## src/rtl/toggle_hs_pkg.sv

```systemverilog
// Shared types and defaults for the toggle-handshake receiver.
// Holds the FSM state encoding and the default widths/depths.
package toggle_hs_pkg;

    // Receiver FSM: IDLE waits for a request toggle, HOLD presents
    // the captured word until the consumer takes it.
    typedef enum logic {
        IDLE = 1'b0,
        HOLD = 1'b1
    } state_t;

    localparam int DATA_W_DEF      = 8;
    localparam int SYNC_STAGES_DEF = 2;
    localparam int CNT_W_DEF       = 8;

endpackage

```

## src/rtl/toggle_handshake_rx_if.sv

```systemverilog
// Bundle of the two-phase request side and the valid/ready output side.
// master: sender + consumer view, slave: receiver (toggle_handshake_rx).
interface toggle_handshake_rx_if
    import toggle_hs_pkg::*;
#(
    parameter int DATA_W = DATA_W_DEF
);

    logic              req_tgl;
    logic [DATA_W-1:0] req_data;
    logic              ack_tgl;
    logic              out_valid;
    logic [DATA_W-1:0] out_data;
    logic              out_ready;

    modport master (
        output req_tgl,
        output req_data,
        output out_ready,
        input  ack_tgl,
        input  out_valid,
        input  out_data
    );

    modport slave (
        input  req_tgl,
        input  req_data,
        input  out_ready,
        output ack_tgl,
        output out_valid,
        output out_data
    );

endinterface

```

## src/rtl/toggle_sync.sv

```systemverilog
// Synchronizer plus edge detector for a toggle signal.
// Ports: clk, reset (sync, active-low), tgl_i (async toggle),
//        evt_o (one-cycle pulse per level change of tgl_i).
module toggle_sync
    import toggle_hs_pkg::*;
#(
    parameter int SYNC_STAGES = SYNC_STAGES_DEF  // must be >= 2
) (
    input  logic clk,
    input  logic reset,
    input  logic tgl_i,
    output logic evt_o
);

    logic [SYNC_STAGES-1:0] sync_q;
    logic [SYNC_STAGES-1:0] sync_d;
    logic                   prev_q;
    logic                   prev_d;

    // Bit 0 is the metastability-catching flop; the MSB is the
    // first value safe to use in logic.
    always_comb begin
        sync_d = {sync_q[SYNC_STAGES-2:0], tgl_i};
        prev_d = sync_q[SYNC_STAGES-1];
    end

    always_ff @(posedge clk) begin
        if (!reset) begin
            sync_q <= '0;
            prev_q <= 1'b0;
        end else begin
            sync_q <= sync_d;
            prev_q <= prev_d;
        end
    end

    assign evt_o = sync_q[SYNC_STAGES-1] ^ prev_q;

endmodule

```

## src/rtl/toggle_handshake_rx.sv

```systemverilog
// Receiving end of a two-phase (toggle) handshake with valid/ready output.
// Ports: clk, reset (sync, active-low), bus (slave: req_tgl/req_data in,
//        ack_tgl out, out_valid/out_data/out_ready), evt_count, overrun.
module toggle_handshake_rx
    import toggle_hs_pkg::*;
#(
    parameter int DATA_W      = DATA_W_DEF,
    parameter int SYNC_STAGES = SYNC_STAGES_DEF,
    parameter int CNT_W       = CNT_W_DEF
) (
    input  logic                 clk,
    input  logic                 reset,
    toggle_handshake_rx_if.slave bus,
    output logic [CNT_W-1:0]     evt_count,
    output logic                 overrun
);

    state_t            state_q;
    state_t            state_d;
    logic              valid_q;
    logic              valid_d;
    logic [DATA_W-1:0] data_q;
    logic [DATA_W-1:0] data_d;
    logic              ack_q;
    logic              ack_d;
    logic [CNT_W-1:0]  cnt_q;
    logic [CNT_W-1:0]  cnt_d;
    logic              ovr_q;
    logic              ovr_d;
    logic              req_evt;
    logic              hs_done;

    toggle_sync #(
        .SYNC_STAGES(SYNC_STAGES)
    ) u_sync (
        .clk   (clk),
        .reset (reset),
        .tgl_i (bus.req_tgl),
        .evt_o (req_evt)
    );

    assign hs_done = valid_q & bus.out_ready;

    // State register
    always_ff @(posedge clk) begin
        if (!reset) begin
            state_q <= IDLE;
        end else begin
            state_q <= state_d;
        end
    end

    // Next-state logic
    always_comb begin
        state_d = state_q;
        unique case (state_q)
            IDLE: begin
                if (req_evt) begin
                    state_d = HOLD;
                end
            end
            HOLD: begin
                if (hs_done) begin
                    state_d = IDLE;
                end
            end
            default: state_d = IDLE;
        endcase
    end

    // Output / datapath next values
    always_comb begin
        valid_d = valid_q;
        data_d  = data_q;
        ack_d   = ack_q;
        cnt_d   = cnt_q;
        ovr_d   = ovr_q;
        unique case (state_q)
            IDLE: begin
                if (req_evt) begin
                    valid_d = 1'b1;
                    data_d  = bus.req_data;
                end
            end
            HOLD: begin
                if (hs_done) begin
                    valid_d = 1'b0;
                    ack_d   = ~ack_q;
                    cnt_d   = cnt_q + CNT_W'(1);
                end
                // A new toggle while a word is still held cannot be
                // stored; it is dropped even if the handshake completes
                // on this same edge.
                if (req_evt) begin
                    ovr_d = 1'b1;
                end
            end
            default: begin
                valid_d = 1'b0;
            end
        endcase
    end

    always_ff @(posedge clk) begin
        if (!reset) begin
            valid_q <= 1'b0;
            data_q  <= '0;
            ack_q   <= 1'b0;
            cnt_q   <= '0;
            ovr_q   <= 1'b0;
        end else begin
            valid_q <= valid_d;
            data_q  <= data_d;
            ack_q   <= ack_d;
            cnt_q   <= cnt_d;
            ovr_q   <= ovr_d;
        end
    end

    assign bus.ack_tgl   = ack_q;
    assign bus.out_valid = valid_q;
    assign bus.out_data  = data_q;
    assign evt_count     = cnt_q;
    assign overrun       = ovr_q;

endmodule

```

## src/flat_wrapper.sv

```systemverilog
// flat-port wrapper written by rule: the top's interface ports become plain ports
module toggle_handshake_rx_flat import toggle_hs_pkg::*;
#(
    parameter int DATA_W      = DATA_W_DEF,
    parameter int SYNC_STAGES = SYNC_STAGES_DEF,
    parameter int CNT_W       = CNT_W_DEF
)
  (clk, reset, evt_count, overrun, bus_req_tgl, bus_req_data, bus_out_ready, bus_ack_tgl, bus_out_valid, bus_out_data);
  toggle_handshake_rx_if #(.DATA_W(DATA_W)) bus_i ();
  input  logic clk;
  input  logic reset;
  output logic [CNT_W-1:0] evt_count;
  output logic overrun;
  input wire logic [$bits(bus_i.req_tgl)-1:0] bus_req_tgl;
  input wire logic [$bits(bus_i.req_data)-1:0] bus_req_data;
  input wire logic [$bits(bus_i.out_ready)-1:0] bus_out_ready;
  output wire logic [$bits(bus_i.ack_tgl)-1:0] bus_ack_tgl;
  output wire logic [$bits(bus_i.out_valid)-1:0] bus_out_valid;
  output wire logic [$bits(bus_i.out_data)-1:0] bus_out_data;
  assign bus_i.req_tgl = bus_req_tgl;
  assign bus_i.req_data = bus_req_data;
  assign bus_i.out_ready = bus_out_ready;
  assign bus_ack_tgl = bus_i.ack_tgl;
  assign bus_out_valid = bus_i.out_valid;
  assign bus_out_data = bus_i.out_data;
  toggle_handshake_rx #(.DATA_W(DATA_W), .SYNC_STAGES(SYNC_STAGES), .CNT_W(CNT_W)) u_core (.clk(clk), .reset(reset), .bus(bus_i), .evt_count(evt_count), .overrun(overrun));
endmodule
```

## config.mk

```make
export PLATFORM = sky130hd
export DESIGN_NAME = toggle_handshake_rx_flat
export DESIGN_NICKNAME = d
export VERILOG_FILES = /design/src/rtl/toggle_hs_pkg.sv /design/src/rtl/toggle_handshake_rx_if.sv /design/src/rtl/toggle_sync.sv /design/src/rtl/toggle_handshake_rx.sv /design/src/flat_wrapper.sv
export SDC_FILE = /design/constraint.sdc
export NUM_CORES = 1
export LEC_CHECK = 0
export CORE_MARGIN = 2
export CORE_UTILIZATION = 42
export CTS_CLUSTER_DIAMETER = 100
export CTS_CLUSTER_SIZE = 16
export DETAILED_ROUTE_END_ITERATION = 16
export GPL_TIMING_DRIVEN = 0
export HOLD_SLACK_MARGIN = 0.05
export PLACE_DENSITY_LB_ADDON = 0.1
export SLEW_MARGIN = 20
export SYNTH_ARGS = -nofsm -noshare
export SYNTH_HDL_FRONTEND = slang
export SYNTH_SLANG_ARGS = --single-unit
```

## constraint.sdc

```tcl
create_clock -name clk -period 1.8 [get_ports clk]
set_input_delay 0.27 -clock clk [delete_from_list [all_inputs] [get_ports clk]]
set_output_delay 0.27 -clock clk [all_outputs]
set_load 0.05 [all_outputs]
```

==> impl_metrics.toml <==
[routing]
drt_pass1_iterations = 4
detail_route.wl_per_cell_um = 12.2
vias = 787
ant_nets = 0
drt_iter0_drc = 17
avgViaCountPerCell = 5.08
detail_route.drc_violations = 0
detail_route.wirelength_um = 1900

[placement]
buffer_ports.inserted = 30
globalplace.congestion = 0.702
post_dp_hpwl_um = 1350

[clock_network]
clkLatencyLatePin_ps = 300
post_cts_buffers = 0
worst_setup_hold_path_clk_slew_ps = 120
clockBufferDepth = 2
cts_made_buffers = 3
cts_root_buffer = "clkbuf_4"
cts_htree_levels = 1
clock_tree_from_tritoncts = "built"
cts_hold_buffers = 0
cts_num_sinks = 23

[die]
ios = 31
initial_utilization_pct = 44.5
core.rowCount = 16
fp.dieArea_sq_um = 2440
coreArea_sq_um = 1940
die_y_um = 49.4
horizontal_extent_of_the_die_um = 49.4

[timing]
finalHoldViolations = 0
slew_headroom_pct = 50.6
setup_viol_count_final = 0
period_share_pct = 96.1
achievable-frequency_mhz = 578
worst_slew_pin_slew_ps = 738
final.setup.tns_ps = 0
timing_max_transition_violations_final = 0
layout_min_cycle_time_ps = 1730
unrepaired_setup_endpoints_after_global_routing = "no"
fin_worst_skew_ps = 1.61

[grt]
grt.met3_usage_pct = 3.99
pin_count_of_the_biggest_net_entering_global_routing = 13
met2_usage_pct = 26.8
grt_pass1_wl_um = 3310
grt_usage_pct = 17.2
vias_in_the_first_global_route = 740
antenna_violations_before_repair = 0
grt.met1_usage_pct = 23.5
grt.overflow.total = 0
globalRoute.busiestLayer = "met2"

[setup_path]
cp-end-kind = "output pin"
slowest_delay_ps = 800
timing.setup.critical_path_class = "flip-flop to output pin"
worst_path_dominant_cell_family = "buffers and inverters"
path_cells = "clkdlybuf4s50_1"
timing.critical_path.buf_inv = 1
timing.critical_path.required_ps = 1530
timing.critical_path.from_type = "flip-flop"
arrival_ps = 1460
cp_max_fo = 3
cp_slowest_cell = "clkdlybuf4s50_1"

[power]
p_per_area_nw_per_um2 = 735
overall_power_uw = 898
leakage_nw = 0.499
ir_worst_vdd_v = 0.000522

[cells_and_area]
layout-area-overhead-vs-synth_pct = 41.2
final_layout_size_suffix_gt1_share_pct = 3.13
fin_util_pct = 62.9
number_of_nets_at_the_end_of_the_flow = 142
antenna_fix_cells = 0

[min_path]
worstHoldPathType = "flip-flop to flip-flop"

[logic_synthesis]
ys_seq_elements = 23
synth_cell_types = 18
synth.top_cell.area_share_pct = 53.3
synth_area_per_cell_sq_um = 9.20
syn_nets = 107
post_synthesis_cell_type_with_the_largest_combined_area = "dfxtp_1"
synth_seq_area_share_pct = 53.3
ys_top_cells_by_area = "dfxtp_1 53%, a21oi_1 9.3%, o21ai_0 6.4%"
syn_area_sq_um = 865
postSynthCellCount = 94
ys_warn_count = 0

[run_status]
run_status = "finished clean"

[run]
cap_viol_max_count = 0
[routing by layer]
layer	share of wire [%]	vias up	routed length [um]
li1	-	404	-
met1	46	362	870
met2	48	19	914
met3	5.4	2	103
met4	0.47	0	9
met5	0	-	0
[state kept, by name (all words and copies together), names as in the netlist]
signal / count
u_core.overrun: 1
u_core.u_sync.prev_q: 1
u_core.bus.ack_tgl: 1
u_core.state_q: 1
u_core.u_sync.sync_q: 2
u_core.bus.out_valid: 1
u_core.evt_count: 8
u_core.bus.out_data: 8
[per-stage QoR]
step	setup slack, ps	std cells	cell area, sq um	hold slack, ps
final	69.7	155	1220	448
after global routing	9.51	155	1220	467
after CTS	17.4	155	1220	454
after detailed placement	61.9	151	1200	423
after global placement	83.0	151	1200	419
after floorplan	113	94	865	392
[layout make-up]
type / count / area, sq um
Inverter: 2 / 7.51
Clock buffer: 4 / 26.3
Tap cell: 27 / 33.8
Sequential cell: 23 / 460
Buffer: 2 / 7.51
Fill cell: 194 / 721
Multi-Input combinational cell: 67 / 389
Timing Repair Buffer: 30 / 297
[where the power goes]
part	internal (mW)	total [mW]	switching [mW]
sequential	0.525	0.536	0.0114
clock	0.0862	0.228	0.142
combinational	0.0515	0.134	0.0824
total	0.662	0.898	0.235
[kinds of logic after synthesis]
family / after synthesis / synth area share [%]
xor gates and xnor gates: 5 / 5.06
DFF: 23 / 53.3
buffers and inverters: 4 / 1.74
adders and majority gates: 1 / 1.45
AOI/OAI and AO/OA: 29 / 17.4
muxes: 1 / 1.16
and+or+nand+nor: 31 / 20.0
[synth_stat cells, drive strengths merged]
| cell | count |
|---|---|
| nand2 | 5 |
| dfxtp | 23 |
| or4 | 2 |
| ha | 1 |
| xnor2 | 1 |
| mux2i | 1 |
| or3 | 3 |
| nand4 | 3 |
| nand3 | 9 |
| clkinv | 2 |
| o21ai | 11 |
| and2 | 3 |
| a21oi | 16 |
| nor2 | 6 |
| clkbuf | 2 |
| xor2 | 4 |
| o31ai | 2 |
[placed cells by master, fill, tap and decap left out]
cell             synthesis  routed
nor2_1                   6       6
dlymetal6s2s_1           0       2
clkbuf_4                 0       3
xor2_1                   4       4
mux2i_1                  1       1
xnor2_1                  1       1
clkbuf_1                 2       3
o21ai_0                 11      11
nand2_1                  5       5
dfxtp_1                 23      23
and2_1                   3       3
or4_1                    2       2
o31ai_1                  2       2
nand4_4                  1       1
or3_1                    3       3
a21oi_1                 16      16
dlygate4sd2_1            0       7
nand4_1                  2       2
clkdlybuf4s50_1          0      21
clkinv_1                 2       2
ha_1                     1       1
nand3_1                  9       9
[path summary, 6_finish.rpt]
kind	from	end	slack (ps)	depth (start not counted)
max	u_core.evt_count[7]	evt_count[7]	70	1
min	u_core.u_sync.sync_q[0]	u_core.u_sync.sync_q[1]	450	1
max reg2reg	u_core.evt_count[0]	u_core.evt_count[6]	400	4
min reg2reg	u_core.u_sync.sync_q[0]	u_core.u_sync.sync_q[1]	450	1
[repair_timing]
item                       CTS  global route
cloned                       0             0
gates resized for setup      7             2
setup endpoints to repair    7             2
No activity file was read; power rests on OpenSTA's default activity.
